File: src/rtl/ika9958_cpu_port.sv
// IKA9958 CPU port: synchronises Z80 strobes, decodes the four VDP ports and
// drives the register-file, palette and VRAM request interfaces.
module ika9958_cpu_port #(
    parameter int SYNC_STAGES = 2
) (
    input  logic        i_XTAL1,
    input  logic        i_RST_n,
    input  logic        i_CSW_n,
    input  logic        i_CSR_n,
    input  logic [1:0]  i_MODE,
    input  logic [7:0]  i_CD,
    output logic [7:0]  o_CD,
    output logic        o_CD_OE,
    output logic        o_REG_WR,
    output logic [5:0]  o_REG_ADDR,
    output logic [7:0]  o_REG_DATA,
    output logic        o_PAL_WR,
    output logic [3:0]  o_PAL_ADDR,
    output logic [8:0]  o_PAL_DATA,
    output logic [3:0]  o_STATUS_SEL,
    input  logic [7:0]  i_STATUS,
    output logic        o_STATUS_RD,
    output logic        o_VRAM_REQ,
    output logic        o_VRAM_WE,
    output logic [16:0] o_VRAM_ADDR,
    output logic [7:0]  o_VRAM_WDATA,
    input  logic        i_VRAM_ACK,
    input  logic [7:0]  i_VRAM_RDATA,
    output logic        o_DROP
);

    logic [SYNC_STAGES-1:0] csw_sync_q, csr_sync_q;
    logic        wr_s, rd_s, wr_prev_q, rd_act_q, rd_blk_q, rd_blk_d, rd_act;
    logic [1:0]  wmode_q, rmode_q;
    logic [7:0]  cd_q;

    logic [16:0] addr_q, addr_d;
    logic [7:0]  buf_q, buf_d, latch_q, latch_d;
    logic        flag_q, flag_d, pflag_q, pflag_d;
    logic [5:0]  platch_q, platch_d;
    logic [3:0]  r15_q, r15_d, r16_q, r16_d;
    logic [7:0]  r17_q, r17_d;

    logic        reg_wr_q, reg_wr_d, pal_wr_q, pal_wr_d;
    logic [5:0]  reg_addr_q, reg_addr_d;
    logic [7:0]  reg_data_q, reg_data_d;
    logic [3:0]  pal_addr_q, pal_addr_d;
    logic [8:0]  pal_data_q, pal_data_d;
    logic        status_rd_q, status_rd_d, drop_q, drop_d;

    logic        req_q, req_d, pend_q, pend_d, we_q, we_d;
    logic [16:0] vaddr_q, vaddr_d;
    logic [7:0]  wdata_q, wdata_d;

    logic        wr_rise, rd_end, ack_v, busy, acc_go, acc_we;
    logic [16:0] acc_addr;

    assign wr_s = csw_sync_q[SYNC_STAGES-1];
    assign rd_s = csr_sync_q[SYNC_STAGES-1];

    // A read that ever overlaps a write stays dead until its strobe releases.
    assign rd_act   = ~rd_s & wr_s & ~rd_blk_q;
    assign rd_blk_d = rd_s ? 1'b0 : (rd_blk_q | ~wr_s);
    assign wr_rise  = wr_s & ~wr_prev_q;
    assign rd_end   = rd_s & rd_act_q;
    assign ack_v    = i_VRAM_ACK & req_q;
    assign busy     = (req_q & ~ack_v) | pend_q;

    always_comb begin
        addr_d      = addr_q;
        buf_d       = buf_q;
        latch_d     = latch_q;
        flag_d      = flag_q;
        pflag_d     = pflag_q;
        platch_d    = platch_q;
        r15_d       = r15_q;
        r16_d       = r16_q;
        r17_d       = r17_q;
        reg_wr_d    = 1'b0;
        reg_addr_d  = reg_addr_q;
        reg_data_d  = reg_data_q;
        pal_wr_d    = 1'b0;
        pal_addr_d  = pal_addr_q;
        pal_data_d  = pal_data_q;
        status_rd_d = 1'b0;
        drop_d      = 1'b0;
        req_d       = req_q;
        pend_d      = pend_q;
        we_d        = we_q;
        vaddr_d     = vaddr_q;
        wdata_d     = wdata_q;
        acc_go      = 1'b0;
        acc_we      = 1'b0;
        acc_addr    = addr_q;

        if (pend_q) begin
            req_d  = 1'b1;
            pend_d = 1'b0;
        end
        if (ack_v) begin
            req_d = 1'b0;
            if (!we_q) buf_d = i_VRAM_RDATA;
        end

        if (wr_rise) begin
            case (wmode_q)
                2'd0: begin
                    acc_go = 1'b1;
                    acc_we = 1'b1;
                    flag_d = 1'b0;
                end
                2'd1: begin
                    if (!flag_q) begin
                        latch_d = cd_q;
                        flag_d  = 1'b1;
                    end else begin
                        flag_d = 1'b0;
                        if (cd_q[7]) begin
                            reg_wr_d   = 1'b1;
                            reg_addr_d = cd_q[5:0];
                            reg_data_d = latch_q;
                        end else begin
                            addr_d   = {addr_q[16:14], cd_q[5:0], latch_q};
                            acc_addr = addr_d;
                            acc_go   = ~cd_q[6];
                        end
                    end
                end
                2'd2: begin
                    if (!pflag_q) begin
                        platch_d = {cd_q[6:4], cd_q[2:0]};
                        pflag_d  = 1'b1;
                    end else begin
                        pal_wr_d   = 1'b1;
                        pal_addr_d = r16_q;
                        pal_data_d = {platch_q, cd_q[2:0]};
                        r16_d      = r16_q + 4'd1;
                        pflag_d    = 1'b0;
                    end
                end
                default: begin
                    if (r17_q[5:0] != 6'd17) begin
                        reg_wr_d   = 1'b1;
                        reg_addr_d = r17_q[5:0];
                        reg_data_d = cd_q;
                    end
                    if (!r17_q[7]) r17_d[5:0] = r17_q[5:0] + 6'd1;
                end
            endcase
        end else if (rd_end) begin
            case (rmode_q)
                2'd0: begin
                    acc_go = 1'b1;
                    flag_d = 1'b0;
                end
                2'd1: begin
                    status_rd_d = 1'b1;
                    flag_d      = 1'b0;
                end
                default: ;
            endcase
        end

        // Shadows track every register write, whichever port produced it.
        if (reg_wr_d) begin
            case (reg_addr_d)
                6'd14: addr_d[16:14] = reg_data_d[2:0];
                6'd15: r15_d = reg_data_d[3:0];
                6'd16: begin
                    r16_d   = reg_data_d[3:0];
                    pflag_d = 1'b0;
                end
                6'd17: r17_d = reg_data_d;
                default: ;
            endcase
        end

        // An ack in the same cycle frees the port, but REQ must drop for a cycle first.
        if (acc_go) begin
            if (busy) begin
                drop_d = 1'b1;
            end else begin
                if (ack_v) pend_d = 1'b1;
                else       req_d  = 1'b1;
                we_d    = acc_we;
                vaddr_d = acc_addr;
                if (acc_we) wdata_d = cd_q;
                addr_d  = acc_addr + 17'd1;
            end
        end
    end

    always_ff @(posedge i_XTAL1 or negedge i_RST_n) begin
        if (!i_RST_n) begin
            csw_sync_q  <= '1;
            csr_sync_q  <= '1;
            wr_prev_q   <= 1'b1;
            rd_act_q    <= 1'b0;
            rd_blk_q    <= 1'b0;
            wmode_q     <= 2'd0;
            rmode_q     <= 2'd0;
            cd_q        <= 8'd0;
            addr_q      <= 17'd0;
            buf_q       <= 8'd0;
            latch_q     <= 8'd0;
            flag_q      <= 1'b0;
            pflag_q     <= 1'b0;
            platch_q    <= 6'd0;
            r15_q       <= 4'd0;
            r16_q       <= 4'd0;
            r17_q       <= 8'd0;
            reg_wr_q    <= 1'b0;
            reg_addr_q  <= 6'd0;
            reg_data_q  <= 8'd0;
            pal_wr_q    <= 1'b0;
            pal_addr_q  <= 4'd0;
            pal_data_q  <= 9'd0;
            status_rd_q <= 1'b0;
            drop_q      <= 1'b0;
            req_q       <= 1'b0;
            pend_q      <= 1'b0;
            we_q        <= 1'b0;
            vaddr_q     <= 17'd0;
            wdata_q     <= 8'd0;
        end else begin
            csw_sync_q  <= {csw_sync_q[SYNC_STAGES-2:0], i_CSW_n};
            csr_sync_q  <= {csr_sync_q[SYNC_STAGES-2:0], i_CSR_n};
            wr_prev_q   <= wr_s;
            rd_act_q    <= rd_act;
            rd_blk_q    <= rd_blk_d;
            rmode_q     <= i_MODE;
            if (!wr_s) begin
                wmode_q <= i_MODE;
                cd_q    <= i_CD;
            end
            addr_q      <= addr_d;
            buf_q       <= buf_d;
            latch_q     <= latch_d;
            flag_q      <= flag_d;
            pflag_q     <= pflag_d;
            platch_q    <= platch_d;
            r15_q       <= r15_d;
            r16_q       <= r16_d;
            r17_q       <= r17_d;
            reg_wr_q    <= reg_wr_d;
            reg_addr_q  <= reg_addr_d;
            reg_data_q  <= reg_data_d;
            pal_wr_q    <= pal_wr_d;
            pal_addr_q  <= pal_addr_d;
            pal_data_q  <= pal_data_d;
            status_rd_q <= status_rd_d;
            drop_q      <= drop_d;
            req_q       <= req_d;
            pend_q      <= pend_d;
            we_q        <= we_d;
            vaddr_q     <= vaddr_d;
            wdata_q     <= wdata_d;
        end
    end

    always_comb begin
        o_CD = 8'hFF;
        if (rd_act) begin
            case (rmode_q)
                2'd0:    o_CD = buf_q;
                2'd1:    o_CD = i_STATUS;
                default: o_CD = 8'hFF;
            endcase
        end
    end

    assign o_CD_OE      = rd_act;
    assign o_REG_WR     = reg_wr_q;
    assign o_REG_ADDR   = reg_addr_q;
    assign o_REG_DATA   = reg_data_q;
    assign o_PAL_WR     = pal_wr_q;
    assign o_PAL_ADDR   = pal_addr_q;
    assign o_PAL_DATA   = pal_data_q;
    assign o_STATUS_SEL = r15_q;
    assign o_STATUS_RD  = status_rd_q;
    assign o_VRAM_REQ   = req_q;
    assign o_VRAM_WE    = we_q;
    assign o_VRAM_ADDR  = vaddr_q;
    assign o_VRAM_WDATA = wdata_q;
    assign o_DROP       = drop_q;

endmodule

File: config.mk
export PLATFORM = sky130hd
export DESIGN_NAME = ika9958_cpu_port
export DESIGN_NICKNAME = d
export VERILOG_FILES = /design/src/rtl/ika9958_cpu_port.sv
export SDC_FILE = /design/constraint.sdc
export NUM_CORES = 1
export LEC_CHECK = 0
export CAP_MARGIN = 0
export CORE_MARGIN = 2
export CORE_UTILIZATION = 54
export DETAILED_ROUTE_END_ITERATION = 12
export GPL_ROUTABILITY_DRIVEN = 0
export HOLD_SLACK_MARGIN = 0.08
export PLACE_DENSITY = 0.81
export SLEW_MARGIN = 20
export SYNTH_ARGS = -nofsm -noshare
export SYNTH_HDL_FRONTEND = slang
export SYNTH_SLANG_ARGS = --single-unit
File: constraint.sdc
create_clock -name i_XTAL1 -period 4 [get_ports i_XTAL1]
set_input_delay 0.6 -clock i_XTAL1 [delete_from_list [all_inputs] [get_ports i_XTAL1]]
set_output_delay 0.6 -clock i_XTAL1 [all_outputs]
set_load 0.01 [all_outputs]
# Word-level counts from Yosys, hierarchy flattened
# Cells that the tools add are included.
[word_totals] regBits=135 out_inout_bits=71 elab_cells=147
[op_classes] addsub=3 eq_ne=9 mux=70 bitwise_logic=18 reduce_logical=16
[ops] cell="$mux W14" count=4
[ops] cell="$mux W6" count=9
[ops] cell="$mux W8" count=5
[ops] cell="$mux W1" count=37
[ops] cell="$mux W17" count=2
[ops] cell="$pmux W8 S2" count=2
[ops] cell="$mux W4" count=5
[ops] cell="$add A17 B1 Y17 const B" count=1
[ops] cell="$reduce_and A3 Y1" count=5
[ops] cell="$eq A6 B4 Y1 const B" count=2
[ops] cell="$eq A6 B5 Y1 const B" count=2
[ops] cell="$pmux W6 S2" count=1
[ops] cell="$not A1 Y1" count=10
[ops] cell="$reduce_and A2 Y1" count=4
[ops] cell="$add A6 B1 Y6 const B" count=1
[ops] cell="$and A1 B1 Y1" count=6
[ops] cell="$mux W3" count=2
[ops] cell="$ne A6 B5 Y1 const B" count=1
[ops] cell="$pmux W1 S2" count=3
[ops] cell="$add A4 B1 Y4 const B" count=1
[ops] cell="$eq A2 B1 Y1 const B" count=2
[ops] cell="$logic_not A2 Y1" count=2
[ops] cell="$reduce_bool A2 Y1" count=2
[ops] cell="$reduce_or A2 Y1" count=2
[ops] cell="other kinds (4)" count=5

# Logic depth before layout (Yosys ltp)
[logic_depth] ltp_word=9 mapped_depth=13 depth_no_buf=11

# Worst setup path before layout
# Ideal clock, no wire load.
[synth_timing] path_kind="reg-to-reg" start="reg wmode_q[1]" end="reg addr_q[16]" arrival_ps=2882 slack_ps=993 stages_incl_launch_ff=14 n_path_buf=2 path_cell_list="dfrtp_1 > clkbuf_1 > nor3b_1 > nand2_1 > buf_1 > mux2i_1 > inv_1 > ha_1 > and2_1 > nand4_1 > or4b_1 > a211oi_1 > a221o_1 > nor2_1"
[synth_rtl] element="start, declared" line_no="34" source="logic [1:0] wmode_q, rmode_q;"
[synth_rtl] element="start signal, assigned" line_no="233" source="wmode_q <= i_MODE;"
[synth_rtl] element="$eq A2 B1 Y1" line_no="106" source="case (wmode_q)"
[synth_rtl] element="$mux W14" line_no="106"
[synth_rtl] element="$mux W14" line_no="105" source="if (wr_rise) begin"
[synth_rtl] element="via acc_addr[0]" line_no="56" source="logic [16:0] acc_addr;"
[synth_rtl] element="$add A17 B1 Y17" line_no="188" source="addr_d = acc_addr + 17'd1;"
[synth_rtl] element="$mux W17" line_no="180" source="if (busy) begin"
[synth_rtl] element="$mux W17" line_no="179" source="if (acc_go) begin"
[synth_rtl] element="via addr_d[16]" line_no="37" source="logic [16:0] addr_q, addr_d;"
[synth_rtl] element="end signal, assigned" line_no="236" source="addr_q <= addr_d;"
[synth_rtl] element="end, declared" line_no="37"
# The timed path passes the listed nets, and every way through them passes these cells.
# A chain may end at the register's enable or synchronous reset.

# Worst setup path in the final report
[layout_timing] start="reg csw_sync_q[1]" end="reg r16_q[0]"
[layout_via] elab_chain_cells=5
[layout_lines] element="start, declared" line_no="32" source="logic [SYNC_STAGES-1:0] csw_sync_q, csr_sync_q;"
[layout_lines] element="start signal, assigned" line_no="226" source="csw_sync_q <= {csw_sync_q[SYNC_STAGES-2:0], i_CSW_n};"
[layout_lines] element="$and A1 B1 Y1" line_no="64" source="assign wr_rise = wr_s & ~wr_prev_q;"
[layout_lines] element="$mux W6" line_no="105"
[layout_lines] element="via reg_addr_d[5]" line_no="45" source="logic [5:0] reg_addr_q, reg_addr_d;"
[layout_lines] element="$eq A6 B5 Y1" line_no="166" source="case (reg_addr_d)"
[layout_lines] element="$mux W4" line_no="166"
[layout_lines] element="$mux W4" line_no="165" source="if (reg_wr_d) begin"
[layout_lines] element="via r16_d[0]" line_no="41" source="logic [3:0] r15_q, r15_d, r16_q, r16_d;"
[layout_lines] element="end signal, assigned" line_no="243" source="r16_q <= r16_d;"
[layout_lines] element="end, declared" line_no="41"
# The timed path passes the listed nets, and every way through them passes these cells.

==> run metrics <==
Fmax=0.3063 GHz; Crit Path Max Fanout=19; Post-synth EDFFs=0; post-cts sizing count=0; Top-Level Pins=102; Min-Delay Path Class=primary input to asynchronous set/reset pin; H-tree Lvls=4; Hold Buf Count CTS=0; Worst setup EP type=flip-flop; CTS tree=done; synth warn=0; Die ar.=between 10000 and 15000 µm²; area grow syn2layout=27.65%; Arr. time, crit path=3.51 ns; worst reg2reg path startpoint=csw_sync_q[1]; register area share after synthesis=53.45%; DRC viols=0; Final WS setup=0.7356 ns; syn nets=607; largest net degree at the start of global routing=82; Placed Instances=794; met3 GRT Util=7.784%; Initial Util=about 55%; GR Overflow Total=0; CP Launch Type=flip-flop; Top Usage Layer GRT=met2; Post-Layout Cell Count=826; Worst R2R Setup Slack=between 0.7 and 0.8 ns; grt met1 use=35.19%; number of library cell types mapped by synthesis=between 60 and 70; Detail Placement HPWL=10420 µm; worst hold slack=0.2193 ns; Layout Nets=706; post-route clock period utilization=81.61%; syn_area_per_cell=11.01 µm²; worst path required time=4.24 ns; met2 Use GR=around two fifths; First DRT Iteration DRCs=471; Crit Path Category=flip-flop to flip-flop; Final Skew=0.01002 ns; reg-to-reg endpoint=r16_q[0]; # clock sinks=134; commonest non-fill, non-tap cell in the layout=dfrtp_1; RSZ-0062 raised after global routing=false; Final Power=approximately 5.4 mW; vias per cell=5.950; predominant post-synthesis flop cell=dfrtp_1; slew margin rel.=43.17%; clock buffer count from CTS=17; status=finished, final reports clean; buffers added on ports=roughly 100; initial antenna violation count=0; Period minus WS final=3.264 ns; VDD IR max=roughly 0.00042 V; Fin. Hold Viols=0; setup bufs post-CTS=0; maximum root-to-sink buffer count=2; Finish-stage setup viols=0; worst slew pin tran=between 0.8 and 0.9 ns; Fin Setup TNS=0 ns; number of global-route vias before repair=approximately 4900; Post-DRT Antenna Nets=0; die width=111.9 µm; Antenna Cells=0; vias=between 4000 and 5000; height of the die=between 100 and 150 µm; Max Cap Viol=0; DRT Pass-1 Iters=5; Reg2Reg Depth=7; clock transition at the registers of the reported paths=0.06 ns; first-pass GRT wire length=between 20000 and 30000 µm; routed wire length=15660 µm; share of layout cells above drive strength 1=15.67%; gr usage total=26.38%; Worst-Skew Late Latency=0.42 ns; core area=11370 µm²; fin. max-slew vios=0; dpl ws=0.8204 ns; clock root buffer=clkbuf_16; row count=39; PD cells=669.1 nW/µm²; FFs w/ async S/R, synth=100.0%; Synth Cell Area=approximately 6300 µm²; most frequent cells in the layout=129 x dfrtp_1, 100 x nand2_1, 100 x clkdlybuf4s50_1; Yosys reg bits=134; average routed wire per standard cell=18.96 µm; Synth Instances=approximately 570; fillers=807; leakage=between 3 and 4 nW
[layout make-up]
type / instances / area (µm²) / share of cell area (%)
clock buffer: 20 / 466.7 / 5.817
multi-input combinational: 390 / 2738 / 34.12
clock inverter: 12 / 127.6 / 1.591
timing repair buffer: 109 / 1085 / 13.52
sequential: 134 / 3359 / 41.87
tap: 143 / 178.9 / 2.230
inverter: 18 / 67.56 / 0.8422
[flip-flops by register name (all words and copies together) (netlist names), 7 cells and up, named ones only]
name          count
cd_q              8
o_VRAM_WDATA      8
o_VRAM_ADDR      17
r17_q             7
o_REG_DATA        7
buf_q             8
latch_q           8
o_PAL_DATA        9
addr_q           17
[metrics by stage]
| stage | instance area, µm² | util [%] |
|---|---|---|
| finish | 8023 | 70.56 |
| global route | 8023 | 70.56 |
| CTS | 8014 | 70.49 |
| detailed placement | 7420 | 65.26 |
| global placement | 7420 | 65.26 |
| floorplan | 6285 | - |
[cell usage after synthesis (all sizes together), types with 11 or more instances]
cell type / number / area (µm²)
o21ai: 14 / 70.06
dfrtp: 129 / 3228
nand4: 11 / 68.82
xnor2: 11 / 96.34
nand2: 100 / 375.4
mux2i: 33 / 330.3
nor2: 25 / 96.35
a21oi: 11 / 58.81
mux2: 46 / 536.8
clkbuf: 19 / 71.32
xor2: 15 / 131.4
nor3: 12 / 70.07
inv: 18 / 67.56
nand3: 15 / 87.59
[power breakdown]
group / internal (mW) / total (mW) / switching [mW] / leakage (nW)
registers: 1.83 / 2.27 / 0.448 / 1.64
logic: 0.849 / 1.54 / 0.689 / 1.64
clock network: 0.963 / 1.56 / 0.593 / 0.284
[worst max-delay path, stage by stage, from the launching register on]
cell	delay (ns)
dfstp_2	0.77
nand3b_1	0.30
a311o_1	0.63
a221oi_2	0.45
inv_1	0.18
nor4_1	0.23
nand3_1	0.32
mux2i_1	0.22
[layer usage]
metal	up-vias	part of all wire (%)
li1	2211	-
met1	2441	42
met2	227	49
met3	36	6.9
met4	0	1.8
met5	-	0
[worst max-delay path by stage]
stage	from	to	slack, ns	depth (start not counted)
finish	csw_sync_q[1]	r16_q[0]	0.74	7
global placement	csw_sync_q[1]	addr_q[16]	0.95	12
CTS	csw_sync_q[1]	o_CD[2]	0.76	4
detailed placement	csw_sync_q[1]	addr_q[16]	0.82	12
global route	csw_sync_q[1]	addr_q[16]	0.57	12
floorplan	wmode_q[1]	addr_q[16]	0.99	13
[kinds of logic (layout without fill, tap and decap cells)]
group	after synthesis	count (layout)	synth area share, %
muxes	79	79	13.80
buffers and inverters	47	159	3.066
AOI/OAI and AO/OA	68	68	7.924
and+or+nand+nor	212	212	17.14
adders and majority gates	5	5	0.9954
DFF	134	134	53.45
xor gates and xnor gates	26	26	3.623
(Power assumes the default switching activity.)
